<file path="config.mk">
export PLATFORM = sky130hd
export DESIGN_NAME = sample_buffer_framer_flat
export DESIGN_NICKNAME = d
export VERILOG_FILES = /design/src/rtl/sample_buffer_framer_if.sv /design/src/rtl/sample_buffer_framer.sv /design/src/flat_wrapper.sv
export SDC_FILE = /design/constraint.sdc
export NUM_CORES = 1
export LEC_CHECK = 0
export CAP_MARGIN = 20
export CORE_UTILIZATION = 57
export DETAILED_ROUTE_END_ITERATION = 10
export PLACE_DENSITY = 0.86
export SETUP_SLACK_MARGIN = 0.4
export SLEW_MARGIN = 10
export SYNTH_ARGS = -nofsm -noshare
export SYNTH_HDL_FRONTEND = slang
export SYNTH_SLANG_ARGS = --single-unit
export TNS_END_PERCENT = 100
</file>
<file path="constraint.sdc">
create_clock -name clk -period 4.9 [get_ports clk]
set_clock_uncertainty 0.05 [all_clocks]
set_input_delay 0.98 -clock clk [delete_from_list [all_inputs] [get_ports clk]]
set_output_delay 0.98 -clock clk [all_outputs]
set_load 0.01 [all_outputs]
</file>
<file path="src/rtl/sample_buffer_framer_if.sv">
// AXI-stream style bundle (data/valid/ready/last) shared by the framer's input and output.
interface Axis_If #(
    parameter int DWIDTH = 16
);
    logic [DWIDTH-1:0] data;
    logic              valid;
    logic              ready;
    logic              last;

    modport master (output data, output valid, output last, input ready);
    modport slave  (input data, input valid, output ready);
endinterface

</file>
<file path="src/rtl/sample_buffer_framer.sv">
// Strips the channel/count header words from the sample_buffer readout stream and emits
// one AXI-stream packet per bank, with the bank's channel index travelling as a sideband.
module sample_buffer_framer #(
    parameter int N_CHANNELS       = 8,
    parameter int BUFFER_DEPTH     = 1024,
    parameter int PARALLEL_SAMPLES = 1,
    parameter int SAMPLE_WIDTH     = 16,
    localparam int DWIDTH          = PARALLEL_SAMPLES * SAMPLE_WIDTH,
    localparam int CH_BITS         = (N_CHANNELS > 1) ? $clog2(N_CHANNELS) : 1,
    localparam int RW              = $clog2(BUFFER_DEPTH + 1)
) (
    input  logic               clk,
    input  logic               reset_n,
    Axis_If.slave              data_in,
    Axis_If.master             data_out,
    output logic [CH_BITS-1:0] channel_out,
    output logic [15:0]        frame_count,
    output logic [15:0]        empty_banks,
    output logic               hdr_error,
    input  logic               clear_errors,
    output logic [1:0]         dbg_state
);

    typedef enum logic [1:0] {
        CHAN  = 2'd0,
        COUNT = 2'd1,
        DATA  = 2'd2
    } state_t;

    typedef struct packed {
        logic [DWIDTH-1:0]  data;
        logic               last;
        logic [CH_BITS-1:0] ch;
    } beat_t;

    // Handshake: a word moves on a rising edge where valid && ready; valid never waits on ready.
    state_t             state_q, state_d;
    logic [CH_BITS-1:0] ch_q, ch_d;
    logic [RW-1:0]      rem_q, rem_d;
    beat_t              head_q, head_d;
    beat_t              skid_q, skid_d;
    logic [1:0]         cnt_q, cnt_d;
    logic [15:0]        frame_q, frame_d;
    logic [15:0]        empty_q, empty_d;
    logic               err_q, err_d;

    logic [31:0] word32;
    logic        in_ready;
    logic        in_hs;
    logic        push;
    logic        pop;
    beat_t       new_beat;

    assign word32 = 32'(data_in.data);

    always_comb begin
        state_d  = state_q;
        ch_d     = ch_q;
        rem_d    = rem_q;
        frame_d  = frame_q;
        empty_d  = clear_errors ? 16'd0 : empty_q;
        err_d    = clear_errors ? 1'b0 : err_q;
        push     = 1'b0;
        new_beat = '{data: data_in.data, last: (rem_q == RW'(1)), ch: ch_q};

        case (state_q)
            CHAN:    in_ready = 1'b1;
            COUNT:   in_ready = 1'b1;
            DATA:    in_ready = (cnt_q != 2'd2);
            default: in_ready = 1'b0;
        endcase
        in_hs = in_ready && reset_n && data_in.valid;

        // An error event in the same cycle as clear_errors overrides the clear.
        case (state_q)
            CHAN: begin
                if (in_hs) begin
                    ch_d    = data_in.data[CH_BITS-1:0];
                    state_d = COUNT;
                    if (word32 >= 32'(N_CHANNELS)) err_d = 1'b1;
                end
            end
            COUNT: begin
                if (in_hs) begin
                    if (word32 == 32'd0) begin
                        if (empty_d != 16'hFFFF) empty_d = empty_d + 16'd1;
                        state_d = CHAN;
                    end else if (word32 > 32'(BUFFER_DEPTH)) begin
                        err_d   = 1'b1;
                        rem_d   = RW'(BUFFER_DEPTH);
                        state_d = DATA;
                    end else begin
                        rem_d   = RW'(word32);
                        state_d = DATA;
                    end
                end
            end
            DATA: begin
                if (in_hs) begin
                    push  = 1'b1;
                    rem_d = rem_q - RW'(1);
                    if (rem_q == RW'(1)) begin
                        frame_d = frame_q + 16'd1;
                        state_d = CHAN;
                    end
                end
            end
            default: state_d = CHAN;
        endcase
    end

    // Two-entry output queue: head_q drives the outputs, skid_q catches a word while stalled.
    always_comb begin
        head_d = head_q;
        skid_d = skid_q;
        cnt_d  = cnt_q;
        pop    = (cnt_q != 2'd0) && data_out.ready;
        case ({push, pop})
            2'b10: begin
                if (cnt_q == 2'd0) head_d = new_beat;
                else               skid_d = new_beat;
                cnt_d = cnt_q + 2'd1;
            end
            2'b01: begin
                head_d = skid_q;
                cnt_d  = cnt_q - 2'd1;
            end
            2'b11: begin
                if (cnt_q == 2'd1) begin
                    head_d = new_beat;
                end else begin
                    head_d = skid_q;
                    skid_d = new_beat;
                end
            end
            default: ;
        endcase
    end

    always_ff @(posedge clk or negedge reset_n) begin
        if (!reset_n) begin
            state_q <= CHAN;
            ch_q    <= '0;
            rem_q   <= '0;
            head_q  <= '0;
            skid_q  <= '0;
            cnt_q   <= 2'd0;
            frame_q <= 16'd0;
            empty_q <= 16'd0;
            err_q   <= 1'b0;
        end else begin
            state_q <= state_d;
            ch_q    <= ch_d;
            rem_q   <= rem_d;
            head_q  <= head_d;
            skid_q  <= skid_d;
            cnt_q   <= cnt_d;
            frame_q <= frame_d;
            empty_q <= empty_d;
            err_q   <= err_d;
        end
    end

    assign data_in.ready  = in_ready && reset_n;
    assign data_out.data  = head_q.data;
    assign data_out.last  = head_q.last;
    assign data_out.valid = (cnt_q != 2'd0);
    assign channel_out    = head_q.ch;
    assign frame_count    = frame_q;
    assign empty_banks    = empty_q;
    assign hdr_error      = err_q;
    assign dbg_state      = state_q;

endmodule
</file>
<file path="src/flat_wrapper.sv">
// flat-port wrapper written by rule: the top's interface ports become plain ports
module sample_buffer_framer_flat 
#(
    parameter int N_CHANNELS       = 8,
    parameter int BUFFER_DEPTH     = 1024,
    parameter int PARALLEL_SAMPLES = 1,
    parameter int SAMPLE_WIDTH     = 16,
    localparam int DWIDTH          = PARALLEL_SAMPLES * SAMPLE_WIDTH,
    localparam int CH_BITS         = (N_CHANNELS > 1) ? $clog2(N_CHANNELS) : 1,
    localparam int RW              = $clog2(BUFFER_DEPTH + 1)
)
  (clk, reset_n, channel_out, frame_count, empty_banks, hdr_error, clear_errors, dbg_state, data_in_data, data_in_valid, data_in_ready, data_out_data, data_out_valid, data_out_last, data_out_ready);
  Axis_If data_in_i ();
  Axis_If data_out_i ();
  input  logic clk;
  input  logic reset_n;
  output logic [CH_BITS-1:0] channel_out;
  output logic [15:0] frame_count;
  output logic [15:0] empty_banks;
  output logic hdr_error;
  input  logic clear_errors;
  output logic [1:0] dbg_state;
  input wire logic [$bits(data_in_i.data)-1:0] data_in_data;
  input wire logic [$bits(data_in_i.valid)-1:0] data_in_valid;
  output wire logic [$bits(data_in_i.ready)-1:0] data_in_ready;
  output wire logic [$bits(data_out_i.data)-1:0] data_out_data;
  output wire logic [$bits(data_out_i.valid)-1:0] data_out_valid;
  output wire logic [$bits(data_out_i.last)-1:0] data_out_last;
  input wire logic [$bits(data_out_i.ready)-1:0] data_out_ready;
  assign data_in_i.data = data_in_data;
  assign data_in_i.valid = data_in_valid;
  assign data_in_ready = data_in_i.ready;
  assign data_out_data = data_out_i.data;
  assign data_out_valid = data_out_i.valid;
  assign data_out_last = data_out_i.last;
  assign data_out_i.ready = data_out_ready;
  sample_buffer_framer #(.N_CHANNELS(N_CHANNELS), .BUFFER_DEPTH(BUFFER_DEPTH), .PARALLEL_SAMPLES(PARALLEL_SAMPLES), .SAMPLE_WIDTH(SAMPLE_WIDTH)) u_core (.clk(clk), .reset_n(reset_n), .data_in(data_in_i), .data_out(data_out_i), .channel_out(channel_out), .frame_count(frame_count), .empty_banks(empty_banks), .hdr_error(hdr_error), .clear_errors(clear_errors), .dbg_state(dbg_state));
endmodule
</file>
==> key figures, run 1 <==
Run status
  – Outcome: completed

Logic synthesis
  – Number of synthesized flops with an enable pin: 0
  – Post-synth top area cell: dfrtp_1
  – Yosys cell types: 51
  – Asr flop ratio synth: 100%
  – Mapped Area: 4350 um2
  – Cell count after synthesis: 407
  – Area contributors post-synth: dfrtp_1, mux2_2, xnor2_1
  – Main flop type after synthesis: dfrtp_1
  – Post-Syn Nets: 438
  – Avg Cell Area, Syn: 10.7 um2
  – Yosys Warn Count: 0
  – Register bit total from synthesis: 91
  – Register area share after synthesis: 52.3%
  – Top-area cell type share of the netlist area: 52.3%

Global routing
  – Antenna violations before repair: 0
  – Total grt overflow: 0
  – First-pass GRT wire length: 16000 um
  – Vias in the first global route: 3414
  – Largest net degree at the start of global routing: 84
  – Tot GR Track Use: 26.5%

Critical path
  – Critical path type: in2reg
  – Crit path top cell by count: or3_1
  – CP Capture Type: register
  – Startpoint types: input pin
  – CP peak stage delay: 600 ps
  – Critical Path Fanout Max: 11
  – Critical-path cell list: clkdlybuf4s50_1 > nor3_1 > nand3b_1 > or3_1 > or4_4 > or3_1 > a21oi_1
  – CP Data Arrival Time: 3670 ps
  – WP data required: 5120 ps
  – CP max stage cell: or4_4

Clock network
  – CTS buffer count: 9
  – Number of setup buffers added after CTS: 0
  – CTS tree: done
  – Clock sink count: 91
  – Worst-Skew Late Latency: 340 ps
  – CTS Hold Bufs: 0
  – CTS resizes: 0
  – CTS root buf: clkbuf_8
  – Max clock buf depth: 2
  – Worst-path clk slew: about 90 ps
  – H-tree levels: 3

Finish
  – Layout Nets: around 520
  – P&R area growth vs syn: 24.7%
  – Cell area after layout: 5420 um2
  – ANT cells: 0
  – FILL cells: 498
  – Fraction of layout cells with a size suffix above 1: 11.2%

Job
  – Max cap viols: 0

Timing
  – Final setup viols: 0
  – RSZ-0062 raised after global routing: no
  – Tmin final: ~3500 ps
  – Measured slew at the worst slew-check pin: 781 ps
  – Slew headroom: 47.5%
  – Final hold vios: 0
  – Final setup TNS: 0 ps
  – Max Clock Freq: approximately 0.29 GHz
  – Tcrit/Tclk final: 70.4%
  – Max Slew Vio Count: 0

Placement
  – Placer Congestion: about 0.9
  – Area after DPL: 5220 um2
  – Post-detailed-placement half-perimeter wirelength: around 6900 um
  – IO Port Bufs: 77

Route
  – DR iter-0 viols: 298
  – Average wire per standard cell: 16.7 um
  – Vias after detailed routing: 3516
  – Drt total wl: between 9000 and 10000 um
  – Vias per inst: 5.97
  – Post-route ant nets: 0
  – DRT Pass-1 Iters: 6
  – Drt drc: 0

Pwr
  – Leak Pwr: 2.38 nW
  – P per Cell Area: 454 nW/um2
  – Clock share of power: between 10% and 20%
  – Switching part of the total: 33.8%
  – Logic pwr share: 34.6%
  – Peak VDD IR: between 300 and 400 uV
  – Flop pwr share: 46.5%
  – Internal power: 1.63 mW
  – Net Sw Power: 0.832 mW

Floorplanning
  – Ports: 78
  – Die area: 7990 um2
  – Die Wd: 89.4 um
  – Row count: 31
  – DIE HEIGHT: approximately 89 um
  – Initial Util: 59.3%
  – Core area: between 7000 and 8000 um2

Min path
  – Type of the most critical hold path: in2async
cell usage after synthesis, types with 3 or more instances:
master,n
dfrtp_1,91
nor2_1,32
inv_1,31
xnor2_1,24
mux2_2,23
nand2_1,23
a21oi_1,22
a222oi_1,19
nand3_1,18
o21ai_0,14
clkbuf_1,12
ha_1,10
nor3_1,10
nand4_1,9
nor2b_1,7
nor4_1,6
xor2_1,6
nand2b_1,5
o2bb2ai_1,3
critical path, delay by kind of cell:
kind / cells / cell delay (ps)
compound gates: 1 / 120
simple gates: 5 / 2110
buf+inv: 1 / 450
power groups by stage:
stage	sequential, mW	clock (mW)	combinational, mW
final	1.14	0.464	0.853
after global routing	1.18	0.502	0.932
after CTS	1.14	0.472	0.850
after detailed placement	1.15	0	0.844
after global placement	1.13	0	0.813
after floorplan	1.16	0	0.449
logic make-up after synthesis:
family	Yosys count	share of synthesized area (%)
AO/OA/AOI/OAI	75	12.3
flip-flops	91	52.3
XOR/XNOR	30	6.04
buffers and inverters	47	4.23
multiplexers	24	6.18
AND/OR/NAND/NOR	130	16.0
adder cells (fa/ha/maj)	10	2.88
worst paths after layout:
check	startpoint	endpoint	slack, ps	depth (start not counted)
max	data_in_data[13]	u_core.empty_banks[15]	1450	7
min	reset_n	u_core.dbg_state[0]	410	1
max reg2reg	u_core.dbg_state[0]	u_core.skid_q[10]	1800	7
min reg2reg	u_core.frame_count[15]	u_core.frame_count[15]	430	1
max in group asynchronous	reset_n	u_core.ch_q[2]	3490	3
min in group clk	u_core.frame_count[15]	u_core.frame_count[15]	430	1
metal layers:
layer	vias to the layer above	routed length, um	share of wire (%)	track usage, %
li1	1624	-	-	-
met3	16	567	5.7	4.99
met2	139	4970	50	45.3
met1	1737	4200	43	33.2
met5	-	0	0	0
met4	0	125	1.3	11.0
sequential cells by signal, indices dropped and copies added (netlist names):
name	count
u_core.ch_q	3
u_core.skid_q	20
u_core.rem_q	11
u_core.channel_out	3
u_core.data_out.last	1
u_core.hdr_error	1
u_core.cnt_q	2
u_core.data_out.data	16
u_core.frame_count	16
u_core.dbg_state	2
u_core.empty_banks	16
layout make-up:
| class | instances | area (um2) | share of cell area, % |
|---|---|---|---|
| Sequential cell | 91 | 2280 | 42.0 |
| Tap cell | 99 | 124 | 2.28 |
| Clock inverter | 3 | 21.3 | 0.392 |
| Inverter | 32 | 120 | 2.21 |
| Multi-Input combinational cell | 269 | 1890 | 34.9 |
| Clock buffer | 12 | 155 | 2.86 |
| Timing Repair Buffer | 83 | 833 | 15.4 |
per-stage QoR:
stage	power (mW)	hold WS [ps]	util, %	std cells	setup WS, ps
after detailed placement	1.99	421	71.2	573	1120
after global routing	2.61	394	74.0	589	1360
after CTS	2.46	395	73.6	588	1470
after floorplan	1.61	407	-	407	1870
final	2.46	408	74.0	589	1450
after global placement	1.95	408	71.2	573	1200
cells in the final DEF, fill, tap and decap left out, drive strengths merged, types with 2 or more instances in the layout:
cell            n
o21ai          14
nor2           32
nand2          23
xor2            6
nand3          19
dfrtp          91
clkdlybuf4s50  76
xnor2          24
nand4b          2
a21oi          22
ha             10
a311oi          2
and3            2
nor3           13
or4             2
nor2b           7
o31ai           2
mux2           23
inv            33
buf             7
nor4            7
or3             2
nand4           9
clkbuf         12
a222oi         19
nor4b           2
o2bb2ai         3
o22a            2
nand2b          5
and2            2
Note: power is estimated with default switching activity, not from simulation.
==> run 2, diff against run 1 <==
Settings changed: CORE_UTILIZATION 57 to 48, PLACE_DENSITY 0.86 to 0.77.
Clock period 4.9 ns to 3 ns, I/O delays scaled along.
==> run 2 against run 1 <==
Effect of this change: die area rose by 18%; hold slack got worse by 190 ps; sequential power rose by 63%; sequential cell count is the same; sequential share of layout area fell by 2.3 points; largest cell class unchanged; register-to-register slack lost 1100 ps; critical path depth up 1; power grew 68%; highest routed layer unchanged; clock power increased by 82%; combinational power is 66% higher.
==> key figures, run 2 (synthesis gave the netlist of run 1 again) <==
Run status
  – Outcome: completed

Job
  – Max cap viols: 0

Floorplanning
  – Ports: 78
  – Core area: 8760 um2
  – Die area: 9450 um2
  – Row count: 34
  – Initial Util: 49.6%
  – Die Wd: 97.2 um
  – DIE HEIGHT: about 97 um

Finish
  – Post-layout util: 65.5%
  – Fraction of layout cells with a size suffix above 1: 17.7%
  – Max FFs per register: 20
  – Layout Nets: 546
  – Largest Register: u_core.skid_q
  – P&R area growth vs syn: 32.0%
  – Commonest non-fill, non-tap cells in the layout: dfrtp_1, clkdlybuf4s50_1, buf_4, inv_1, nor2_1
  – Most common cell after layout, fill and taps aside: dfrtp_1
  – ANT cells: 0
  – FILL cells: 719
  – Finished Layout Cells: 628

Timing
  – Tcrit/Tclk final: roughly 82%
  – Final hold vios: 0
  – Max Clock Freq: 0.406 GHz
  – Measured slew at the worst slew-check pin: 720 ps
  – Hold Slack: 219 ps
  – Max Slew Vio Count: 0
  – Slew headroom: 51.9%
  – Setup ws final: about 540 ps
  – RSZ-0062 raised after global routing: no
  – Tmin final: ~2500 ps
  – Final setup viols: 0

Route
  – Vias per inst: ~5.7
  – Post-route ant nets: 0
  – DRT Pass-1 Iters: 6
  – Vias after detailed routing: 3567
  – Average wire per standard cell: 15.7 um
  – Drt drc: 0
  – Drt total wl: between 9000 and 10000 um
  – DR iter-0 viols: 295

Critical path
  – Worst reg-to-reg path cell count: 9
  – Critical path type: in2reg
  – Critical Path Fanout Max: 10
  – Worst R2R Setup Slack: 710 ps
  – CP Data Arrival Time: 2660 ps
  – WP data required: 3200 ps
  – Startpoint types: input pin
  – Reg-to-reg endpoint: u_core.skid_q[7]
  – CP Capture Type: register
  – Reg-to-reg startpoint: u_core.cnt_q[0]

Clock network
  – Worst-Skew Late Latency: 350 ps
  – Max clock buf depth: 2
  – H-tree levels: 3
  – Worst-path clk slew: 90 ps
  – Clock sink count: 91
  – CTS root buf: clkbuf_8
  – CTS buffer count: 9
  – CTS tree: done

Global routing
  – Vias in the first global route: ~3.5k
  – Largest net degree at the start of global routing: just under 90
  – Antenna violations before repair: 0
  – Tot GR Track Use: 21.8%
  – Total grt overflow: 0
  – First-pass GRT wire length: 16700 um

Placement
  – Dpl ws: -93.2 ps
  – Post-detailed-placement half-perimeter wirelength: 6990 um
  – Post-Place Cells: 608
  – IO Port Bufs: 77
  – Placer Congestion: 0.847

Pwr
  – Power consumption: approximately 4.1 mW
  – Peak VDD IR: 496 uV
  – P per Cell Area: 719 nW/um2
  – Leak Pwr: 2.60 nW

Min path
  – Type of the most critical hold path: in2async
run 2: cell types whose count changed in the layout (fill, tap and decap cells not counted), sizes merged:
cell           change
dlymetal6s2s       +4
clkinvlp           -1
clkinv             +2
dlygate4sd3        +1
buf               +28
bufinv             +1
clkdlybuf4s50     -11
inv                -1
dlygate4sd2        +7
run 2: how the worst max path moves through the flow:
stage | start | slack (ps) | endpoint
final | data_in_data[0] | 540 | u_core.empty_banks[11]
after global routing | data_in_valid | 410 | u_core.data_out.data[13]
after floorplan | clear_errors | 460 | u_core.empty_banks[15]
after CTS | data_in_data[1] | 410 | u_core.empty_banks[15]
after global placement | data_in_data[13] | -60 | u_core.empty_banks[15]
after detailed placement | data_in_data[13] | -90 | u_core.empty_banks[15]
run 2: critical path, stage by stage:
cell and delay (ps):
clkdlybuf4s50_1 440, nor3_2 200, nand3_2 110, or3_4 420, buf_4 180, nor2_1 370, a21oi_1 110, a31o_2 220
run 2: metal layers:
| metal | GRT usage, % | up-vias | wire, um |
|---|---|---|---|
| met1 | 30.1 | 1761 | 4500 |
| met3 | 4.32 | 12 | 601 |
| met2 | 34.6 | 112 | 4650 |
| met5 | 0 | - | 0 |
| met4 | 7.12 | 0 | 113 |
| li1 | - | 1682 | - |
run 2: area by class of cell:
| cell class | count | area [um2] | share of cell area, % |
|---|---|---|---|
| clock buffers | 12 | 155 | 2.70 |
| clock inverters | 4 | 48.8 | 0.850 |
| inverters | 32 | 120 | 2.09 |
| multi-input cells | 269 | 1940 | 33.8 |
| flip-flops and latches | 91 | 2280 | 39.7 |
| well taps | 108 | 135 | 2.35 |
| repair buffers | 112 | 1070 | 18.6 |
run 2: repair_timing:
action | 4_1_cts | 5_1_grt
pin swaps | 5 | 6
resized for setup | 11 | 8
setup endpoints to repair | 4 | 45
setup buffers | 1 | 1
endpoints found under the hold margin | 4 | 0
hold buffers | 1 | 0
run 2: power by group:
part	switching (mW)	internal, mW
Sequential	0.266	1.60
Clock	0.415	0.430
Combinational	0.663	0.760
Total	1.34	2.79
run 2: metrics by stage:
| step | TNS, ps | cell area (um2) |
|---|---|---|
| after floorplan | 0 | 4350 |
| after global placement | -63.4 | 5440 |
| after detailed placement | -101 | 5440 |
| after CTS | 0 | 5670 |
| after global routing | 0 | 5740 |
| final | 0 | 5740 |
